## src/rtl/text_scanout_pkg.sv

```systemverilog
// Shared VGA 640x480 timing constants, colour type and the 8x8 glyph table.
// Latency: n/a (constants and a pure function).
// Backpressure: n/a.
package text_scanout_pkg;

   localparam int H_ACTIVE = 640;
   localparam int H_TOTAL  = 800;
   localparam int HS_START = 656;
   localparam int HS_END   = 751;
   localparam int V_ACTIVE = 480;
   localparam int V_TOTAL  = 525;
   localparam int VS_START = 490;
   localparam int VS_END   = 491;
   localparam int PIPE_LAT = 3;

   typedef logic [2:0] rgb3_t;

   // One 8-pixel glyph row; row 0 is the top line, bit 7 the leftmost pixel.
   // Codes without a glyph render blank.
   function automatic logic [7:0] font_row(input logic [7:0] code, input logic [2:0] row);
      logic [63:0] g;
      logic [5:0]  sh;
      case (code)
         8'h41:   g = 64'h183C_6666_7E66_6600;  // 'A'
         8'h42:   g = 64'h7C66_667C_6666_7C00;  // 'B'
         8'h48:   g = 64'h6666_667E_6666_6600;  // 'H'
         8'h49:   g = 64'h3C18_1818_1818_3C00;  // 'I'
         default: g = 64'h0;
      endcase
      sh = {3'd7 - row, 3'b000};
      return 8'(g >> sh);
   endfunction

endpackage

```

## src/rtl/text_scanout_font_rom.sv

```systemverilog
// 2048x8 character generator ROM addressed by {char, glyph row}.
// Latency: 1 cycle, data register updates only when en_i is high.
// Backpressure: none, accepts one read per cycle.
module text_font_rom
   import text_scanout_pkg::*;
(
   input  logic        clk_i,
   input  logic        rst_ni,
   input  logic        en_i,
   input  logic [10:0] addr_i,
   output logic [7:0]  data_o
);

   logic [7:0] data_q;

   // Synchronous read; output holds between reads.
   always_ff @(posedge clk_i or negedge rst_ni) begin
      if (!rst_ni) begin
         data_q <= '0;
      end else if (en_i) begin
         data_q <= font_row(addr_i[10:3], addr_i[2:0]);
      end
   end

   assign data_o = data_q;

endmodule

```

## src/rtl/text_scanout.sv

```systemverilog
// 80x60 text-mode scan-out on a 640x480 raster; optional blink via TEXT_SCANOUT_BLINK_EN.
// Latency: video outputs lag the raster counters by 3 cycles (fetch, font, shift).
// Backpressure: none; display memory must answer every read on the next cycle.
module text_scanout
   import text_scanout_pkg::*;
#(
   parameter logic [15:0] BASE_ADDR = 16'd895,
   parameter int          COLS      = 80
) (
   input  logic        clk,
   input  logic        rst_n,
   output logic [15:0] mem_addr,
   output logic        mem_rd_en,
   input  logic [15:0] mem_rd_data,
   output logic        hsync,
   output logic        vsync,
   output logic        de,
   output logic [2:0]  rgb,
   output logic        frame_start
);

   // Raster counters; run_q holds them at 0 for one edge after reset so
   // the first counted cycle is a genuine frame start.
   logic        run_q;
   logic [9:0]  h_q, h_d, v_q, v_d;
   logic        act0, hs0, vs0, fetch_d;
   logic [15:0] addr_d;
   logic        mem_rd_en_q, frame_start_q;
   logic [15:0] mem_addr_q;
   // FONT stage
   logic        rd_p1_q, act_p1_q, hs_p1_q, vs_p1_q;
   logic [2:0]  hlo_p1_q, vlo_p1_q;
   rgb3_t       fg_q, bg_q;
   logic [7:0]  rom_dout;
   // SHIFT stage
   logic        act_p2_q, hs_p2_q, vs_p2_q;
   logic [2:0]  hlo_p2_q;
   logic [7:0]  row_q, row_sel;
   logic        pix;
   rgb3_t       fg_eff;
   // Output registers
   logic        de_q, hsync_q, vsync_q;
   rgb3_t       rgb_q;
   logic        unused_bits;

   // Next raster position; wraps line then frame in the same cycle.
   always_comb begin
      h_d = h_q;
      v_d = v_q;
      if (run_q) begin
         if (h_q == 10'(H_TOTAL - 1)) begin
            h_d = '0;
            v_d = (v_q == 10'(V_TOTAL - 1)) ? '0 : v_q + 10'd1;
         end else begin
            h_d = h_q + 10'd1;
         end
      end
   end

   assign act0    = run_q && (h_q < 10'(H_ACTIVE)) && (v_q < 10'(V_ACTIVE));
   assign hs0     = run_q && (h_q >= 10'(HS_START)) && (h_q <= 10'(HS_END));
   assign vs0     = run_q && (v_q >= 10'(VS_START)) && (v_q <= 10'(VS_END));
   // Fetch strobe and frame marker are registered from the next position so
   // they line up with the counters without extra delay.
   assign fetch_d = (h_d < 10'(H_ACTIVE)) && (v_d < 10'(V_ACTIVE)) && (h_d[2:0] == 3'd0);
   assign addr_d  = BASE_ADDR + 16'(v_d[9:3]) * 16'(COLS) + 16'(h_d[9:3]);

   // Counters and the FETCH stage; mem_addr holds its last value between reads.
   always_ff @(posedge clk or negedge rst_n) begin
      if (!rst_n) begin
         run_q         <= 1'b0;
         h_q           <= '0;
         v_q           <= '0;
         mem_rd_en_q   <= 1'b0;
         frame_start_q <= 1'b0;
         mem_addr_q    <= BASE_ADDR;
      end else begin
         run_q         <= 1'b1;
         h_q           <= h_d;
         v_q           <= v_d;
         mem_rd_en_q   <= fetch_d;
         frame_start_q <= (h_d == 10'd0) && (v_d == 10'd0);
         if (fetch_d) begin
            mem_addr_q <= addr_d;
         end
      end
   end

   // FONT stage: capture cell attributes as the read data arrives.
   always_ff @(posedge clk or negedge rst_n) begin
      if (!rst_n) begin
         rd_p1_q  <= 1'b0;
         act_p1_q <= 1'b0;
         hs_p1_q  <= 1'b0;
         vs_p1_q  <= 1'b0;
         hlo_p1_q <= '0;
         vlo_p1_q <= '0;
         fg_q     <= '0;
         bg_q     <= '0;
      end else begin
         rd_p1_q  <= mem_rd_en_q;
         act_p1_q <= act0;
         hs_p1_q  <= hs0;
         vs_p1_q  <= vs0;
         hlo_p1_q <= h_q[2:0];
         vlo_p1_q <= v_q[2:0];
         if (rd_p1_q) begin
            fg_q <= mem_rd_data[10:8];
            bg_q <= mem_rd_data[14:12];
         end
      end
   end

   text_font_rom u_font (
      .clk_i  (clk),
      .rst_ni (rst_n),
      .en_i   (rd_p1_q),
      .addr_i ({mem_rd_data[7:0], vlo_p1_q}),
      .data_o (rom_dout)
   );

   // SHIFT stage: latch the glyph row on the cell's first pixel.
   always_ff @(posedge clk or negedge rst_n) begin
      if (!rst_n) begin
         act_p2_q <= 1'b0;
         hs_p2_q  <= 1'b0;
         vs_p2_q  <= 1'b0;
         hlo_p2_q <= '0;
         row_q    <= '0;
      end else begin
         act_p2_q <= act_p1_q;
         hs_p2_q  <= hs_p1_q;
         vs_p2_q  <= vs_p1_q;
         hlo_p2_q <= hlo_p1_q;
         if (hlo_p2_q == 3'd0) begin
            row_q <= rom_dout;
         end
      end
   end

   // The first pixel of a cell comes straight from the ROM, the rest from row_q.
   assign row_sel = (hlo_p2_q == 3'd0) ? rom_dout : row_q;
   assign pix     = row_sel[3'd7 - hlo_p2_q];

`ifdef TEXT_SCANOUT_BLINK_EN
   logic       blink_q;
   logic [5:0] frame_cnt_q;

   // Blink attribute per cell and a free-running frame count (32 on, 32 off).
   always_ff @(posedge clk or negedge rst_n) begin
      if (!rst_n) begin
         blink_q     <= 1'b0;
         frame_cnt_q <= '0;
      end else begin
         if (rd_p1_q) begin
            blink_q <= mem_rd_data[15];
         end
         if (frame_start_q) begin
            frame_cnt_q <= frame_cnt_q + 6'd1;
         end
      end
   end

   assign fg_eff = (blink_q && frame_cnt_q[5]) ? bg_q : fg_q;
`else
   assign fg_eff = fg_q;
`endif

   // Output registers; colour forced to black outside the active area.
   always_ff @(posedge clk or negedge rst_n) begin
      if (!rst_n) begin
         de_q    <= 1'b0;
         hsync_q <= 1'b1;
         vsync_q <= 1'b1;
         rgb_q   <= '0;
      end else begin
         de_q    <= act_p2_q;
         hsync_q <= ~hs_p2_q;
         vsync_q <= ~vs_p2_q;
         rgb_q   <= act_p2_q ? (pix ? fg_eff : bg_q) : 3'b000;
      end
   end

   // Bit 11 is reserved and bit 15 is only consumed by the blink option.
   assign unused_bits = ^{mem_rd_data[15], mem_rd_data[11]};

   assign mem_addr    = mem_addr_q;
   assign mem_rd_en   = mem_rd_en_q;
   assign frame_start = frame_start_q;
   assign de          = de_q;
   assign hsync       = hsync_q;
   assign vsync       = vsync_q;
   assign rgb         = rgb_q;

endmodule
```

## config.mk

```make
export PLATFORM = sky130hd
export DESIGN_NAME = text_scanout
export DESIGN_NICKNAME = d
export VERILOG_FILES = /design/src/rtl/text_scanout_pkg.sv /design/src/rtl/text_scanout_font_rom.sv /design/src/rtl/text_scanout.sv
export SDC_FILE = /design/constraint.sdc
export NUM_CORES = 1
export LEC_CHECK = 0
export BUFFER_PORTS_ARGS = -buffer_cell sky130_fd_sc_hd__buf_4
export CAP_MARGIN = 40
export CELL_PAD_IN_SITES_DETAIL_PLACEMENT = 1
export CELL_PAD_IN_SITES_GLOBAL_PLACEMENT = 1
export CORE_UTILIZATION = 45
export DETAILED_ROUTE_END_ITERATION = 8
export HOLD_SLACK_MARGIN = 0.06
export PLACE_DENSITY_LB_ADDON = 0.1
export SLEW_MARGIN = 20
export SYNTH_ARGS = -nofsm -noshare
export SYNTH_HDL_FRONTEND = slang
export SYNTH_SLANG_ARGS = --single-unit
```

## constraint.sdc

```tcl
create_clock -name clk -period 11.8 [get_ports clk]
set_clock_uncertainty 0.15 [all_clocks]
set_input_delay 2.36 -clock clk [delete_from_list [all_inputs] [get_ports clk]]
set_output_delay 2.36 -clock clk [all_outputs]
set_load 0.01 [all_outputs]
```

Yosys cells after proc, flatten, opt, wreduce, memory -nomap -nowiden
Index checks and enable logic that the tools add are counted.
- input bits: 18
- output and inout bits: 24
- word-level logic and storage cells: 74
- register bits after elaboration: 83
- add/subtract/negate cells: 6
- muxes and demuxes: 12
- bitwise gates (word level): 2
- $lt $le $gt $ge: 9
- shift-type cells: 1
- eq/ne operators: 6
- $mul: 1
- reduce and logical (&&, ||, !) cells: 13
- operator list (operator ; count):
    63-bit case mux with 4 select lines ; 1
    64-bit two-way mux ; 1
    64-bit by 6-bit right shift with 8-bit output ; 1
    10-bit two-way mux ; 5
    8-bit by 7-bit == test with 1-bit output, second input constant ; 4
    10-bit by 1-bit adder with 10-bit output, second input constant ; 2
    10-bit == test, second input constant ; 2
    10-bit logical NOT ; 2
    10-bit < comparator, second input constant ; 2
    10-bit by 9-bit < comparator with 1-bit output, second input constant ; 2
    15-bit by 7-bit adder with 16-bit output ; 1
    10-bit by 14-bit adder with 15-bit output, first input constant ; 1
    10-bit >= comparator, second input constant ; 1
    10-bit by 9-bit >= comparator with 1-bit output, second input constant ; 1
    10-bit <= comparator, second input constant ; 1
    10-bit by 9-bit <= comparator with 1-bit output, second input constant ; 1
    7-bit by 3-bit multiplier with 10-bit output, second input constant ; 1
    1-bit logical AND ; 9
    8-bit two-way mux ; 1
    3-bit logical NOT ; 2
    3-bit two-way mux ; 2
    3-bit subtractor, first input constant ; 2
    3-bit by 4-bit < comparator with 1-bit output, second input constant ; 1
    1-bit binary-select mux with 3-bit select ; 1
    other kinds (2) ; 3

Depth between registers and ports, before layout
- word-level depth: 7
- gate-level depth with buffers: 20

By module
From an unflattened synthesis, not the netlist that was laid out.
- cell total of the unflattened synthesis: 444
- area total of the unflattened synthesis: 4683.2 µm²
- modules (own cells, without submodules) (module ; sequential area each (µm²) ; area each (µm²) ; cells each ; times used):
    text_scanout ; 1865.5 ; 4224.1 ; 385 ; 1
    text_font_rom ; 100.1 ; 459.2 ; 59 ; 1

Least setup slack after synthesis
OpenSTA, ideal clock, no wires.
- path kind: register -> register
- start point: register h_q[0]
- end point: register mem_addr_q[11], in the netlist mem_addr[11]
- data required time: 11525 ps
- library setup time: 125 ps
- cell stages (with the launch flop): 18
- data arrival time: 4148 ps
- slack: 7377 ps
- period minus slack after synthesis: 4423 ps
- cell sequence: dfrtp_1 ha_1 nor4b_4 nand4_4 buf_6 or2_2 o31ai_1 ha_1 ha_1 inv_1 fa_1 xnor2_1 inv_1 ha_1 and3_1 a221oi_1 xor2_1 mux2_4
- longest elaborated chain between the ends: 6
- elaborated cells on any way between the ends: 14
- those cells by class: 3 x add/sub; 1 x mul; 2 x order compare; 1 x eq/ne; 4 x mux; 3 x reduce/logical
- ends and longest elaborated chain (item ; RTL line ; text):
    from (decl) ; text_scanout.sv:25 ; logic [9:0] h_q, h_d, v_q, v_d;
    from (signal assigned) ; text_scanout.sv:72 ; h_q <= '0;
    from (signal assigned) ; text_scanout.sv:79 ; h_q <= h_d;
    10-bit == test * ; text_scanout.sv:51 ; if (h_q == 10'(H_TOTAL - 1)) begin
    10-bit two-way mux * ; text_scanout.sv:51 ;
    10-bit two-way mux * ; text_scanout.sv:50 ; if (run_q) begin
    via v_d[3] ; text_scanout.sv:25 ;
    7-bit by 3-bit multiplier with 10-bit output / 10-bit by 9-bit < comparator with 1-bit output (equally long branches) ; text_scanout.sv:66, text_scanout.sv:65 ;
    10-bit by 14-bit adder with 15-bit output / 1-bit logical AND (equally long branches) ; text_scanout.sv:66, text_scanout.sv:65 ;
    15-bit by 7-bit adder with 16-bit output / 1-bit logical AND (equally long branches) ; text_scanout.sv:66, text_scanout.sv:65 ;
    to (signal assigned) ; text_scanout.sv:84 ; mem_addr_q <= addr_d;
    to (decl) ; text_scanout.sv:29 ; logic [15:0] mem_addr_q;
The timed path passes the listed nets; every way through them passes the cells marked *.
A chain may end at the register's enable or synchronous reset.

Worst setup path in the final report
Same ends and word-level chain as after synthesis.

==> impl_metrics.json <==
{
  "nets": 486,
  "regToRegSetupSlack_ns": 6.74,
  "timing.critical_path.arrival_ns": 5.15,
  "worst_r2r_startpoint": "h_q[0]",
  "p_comb_share_pct": 30.5,
  "r2r_cells": 16,
  "timing_max_transition_violations_final": 0,
  "route.detailed.drc": 0,
  "die-width_um": 99.9,
  "cellInternalPower_mw": 0.588,
  "critical_path.reg2reg.endpoint": "mem_addr[11]",
  "dieHeight_um": 99.9,
  "max_slew_margin_pct": 62.5,
  "worst-endpoint-required_ns": 11.89,
  "cts_max_path_buffers": 2,
  "grt_setup_unrepaired": "no",
  "postSynthNetCount": 447,
  "post_route_cells_drive_above_1_share_pct": 24.2,
  "netlist.top_cell.by_area": "dfrtp_1",
  "final_antenna_net_count": 0,
  "number_of_flip_flops_and_latches_in_the_synthesized_netlist": 77,
  "ys.flop_type": "dfrtp_1",
  "yosysWarningCount": 0,
  "crit_path_category": "reg -> reg",
  "drv_cap": 0,
  "placeableCoreArea_mm2": 0.00924,
  "cts-root-buf": "clkbuf_8",
  "cts.repair_timing.setup_buffer_count": 0,
  "place_hpwl_um": 6380,
  "syn-mean-instance-area_um2": 10.8,
  "peakVddDrop_mv": 0.110,
  "seq_area_frac_synth_pct": 45.0,
  "clock.fmax_ghz": 0.198,
  "seq_power_share_pct": 42.9,
  "holdPathEnd": "vsync",
  "floorplan.die_area_mm2": 0.00998,
  "netlist-cell-type-count": 63,
  "grt_pass1_vias": 3133,
  "power.density_mw_per_mm2": 173,
  "syn-instance-count": 399,
  "pwr-share-clk_pct": 26.6,
  "async_flop_share_pct": 100,
  "power.switching_mw": 0.267,
  "holdPathStages": 1,
  "antenna_cells_inserted": 0,
  "inserted_clock_buffers": 9,
  "setup_viol": 0,
  "grt-ovfl-total": 0,
  "setup.worst_path.end_class": "flop",
  "netlist_area_mm2": 0.00431,
  "gp_congestion": 0.809,
  "place.port_buffers": 38,
  "resize_count_post_cts": 0,
  "clkSlewWorstSetupHoldPaths_ns": 0.08,
  "area_growth_pct": 14.5,
  "grt_antenna_before_repair": 0,
  "finalHoldViolations": 0,
  "postRouteWirelength_um": 8600,
  "run_status": "finished clean",
  "worst_pin_slew_ns": 0.558,
  "clk-insertion-delay-late_ns": 0.35,
  "holdCritStartpoint": "vs_p2_q",
  "via_per_inst": 5.23,
  "standard_cell_rows": 35,
  "totalNegativeSetupSlack_ns": 0,
  "fin_ws_ns": 6.74,
  "first_pass_grt_wire_length_um": 15000,
  "hold_path.class": "reg -> reg",
  "drtIter0Drc": 126,
  "report.power.total_mw": 0.855,
  "tritoncts_clock_tree": "yes",
  "clock_sink_count": 77,
  "drt-wirelength-per-cell_um": 15.0,
  "post_cts_hold_buffer_count": 0,
  "min_period_ns": 5.06,
  "post_synth_main_area_contributors": "dfrtp_1 (38%), ha_1 (8.1%), dfstp_2 (6.7%)",
  "timing.critical_path.fanout_max": 16,
  "dp_slack_ns": 6.65,
  "final.period_utilization_pct": 42.9,
  "groute.usage.overall_pct": 19.2,
  "initial_core_util_pct": 46.7,
  "htree_levels": 3,
  "detailedRoute.firstPassIterationCount": 4,
  "pin_count_of_the_biggest_net_entering_global_routing": 45,
  "switching_share_pct": 31.2,
  "number_of_synthesized_flops_with_an_enable_pin": 0,
  "vias": 2993,
  "top_level_ports": 42,
  "power_leakage_nw": 2.34,
  "setup.worst_path.start_class": "flop",
  "detailed_place.area_mm2": 0.00470,
  "synth_top_area_share_pct": 38.3,
  "post-route-cell-area_mm2": 0.00494
}
how the worst max path moves through the flow:
stage	cells past startpoint	end	slack (ns)	start
finish	16	mem_addr[11]	6.74	h_q[0]
global route	16	mem_addr[11]	6.33	h_q[0]
CTS	16	mem_addr[11]	6.68	h_q[0]
detailed placement	16	mem_addr[11]	6.65	h_q[0]
global placement	16	mem_addr[11]	6.79	h_q[0]
floorplan	17	mem_addr[11]	7.38	h_q[0]
synthesized netlist by cell type (3+ instances only):
library cell	n
and4_1	3
a211oi_1	5
a31oi_1	4
o21ai_0	20
o2111ai_1	3
nand3_1	10
xnor2_1	16
nor2_1	19
o21bai_1	4
a21oi_1	18
clkbuf_1	7
dfrtp_1	66
nand2b_1	6
a21o_1	3
nor4_1	3
ha_1	28
nor3_1	10
mux2_4	8
buf_6	3
and3_1	6
mux2i_1	5
xor2_1	7
nand4_1	8
inv_1	39
nand2_1	19
mux2_2	18
nor2b_1	6
dfstp_2	11
and2_1	3
registers in the layout, indices dropped and copies added, names as in the netlist, 3 cells and up:
signal,flops
bg_q,3
fg_eff,3
h_q,10
hlo_p1_q,3
hlo_p2_q,3
mem_addr,15
rgb,3
row_q,7
u_font.data_o,4
v_q,10
vlo_p1_q,3
cell usage in the layout, fill, tap and decap left out, drive strengths merged, types with 3 or more instances in the layout:
cell type | netlist | routed
nor3 | 10 | 10
o2111ai | 3 | 3
mux2i | 5 | 5
nor4 | 4 | 4
nor2 | 19 | 19
a31oi | 4 | 4
a211oi | 6 | 6
inv | 39 | 41
nand3 | 10 | 10
mux2 | 26 | 26
o21ai | 20 | 20
clkbuf | 8 | 10
nor2b | 6 | 6
a21o | 3 | 3
nand2b | 6 | 6
nand2 | 19 | 19
o21bai | 4 | 4
buf | 5 | 41
xor2 | 8 | 8
ha | 28 | 28
xnor2 | 17 | 17
and2 | 5 | 5
and4 | 3 | 3
and3 | 6 | 6
nand4 | 9 | 9
dfrtp | 66 | 66
dfstp | 11 | 11
a21oi | 19 | 19
cells by family after synthesis:
family,synth area share [%]
other,0.174
AND/OR/NAND/NOR,14.9
flip-flops,45.0
AO/OA/AOI/OAI,10.5
adder cells (fa/ha/maj),9.29
XOR/XNOR,5.43
buffers and inverters,5.54
multiplexers,9.17
routing by layer:
layer / global-route usage [%] / routed length [um]
met2: 32.9 / 4280
met5: 0 / 0
met4: 7.81 / 165
met1: 24.3 / 3940
met3: 3.20 / 213
power by group through the flow:
stage                     Combinational, mW  Sequential [mW]  Clock [mW]
after global placement                0.251            0.369           0
after detailed placement              0.262            0.373           0
after CTS                             0.265            0.368       0.238
final                                 0.260            0.367       0.228
after global routing                  0.290            0.376       0.250
after floorplan                       0.189            0.367           0
layout make-up:
| type | instances | area (um2) |
|---|---|---|
| inverters | 39 | 146 |
| clock inverters | 6 | 93.8 |
| flip-flops and latches | 77 | 1940 |
| clock buffers | 10 | 138 |
| repair buffers | 41 | 325 |
| multi-input cells | 270 | 2130 |
| fillers | 1031 | 4300 |
| well taps | 129 | 161 |
worst max-delay path, cell delays in order, from the launching register on:
cell	delay, ns
dfrtp_1	0.48
ha_1	0.32
nor4b_4	0.33
nand4_4	0.28
or2_2	0.41
o31ai_1	0.49
ha_1	0.26
ha_1	0.16
inv_1	0.06
fa_1	0.40
xnor2_1	0.21
inv_1	0.10
ha_1	0.31
and3_1	0.17
a221oi_1	0.42
xor2_1	0.12
mux2_4	0.28
metrics by stage:
step                util (%)  cells  hold slack [ns]
floorplan                  -    399            0.181
finish                  53.4    572            0.202
CTS                     53.4    571            0.206
global placement        50.5    553            0.183
detailed placement      50.9    555            0.188
global route            53.4    572            0.218
Note: power is estimated with default switching activity, not from simulation.
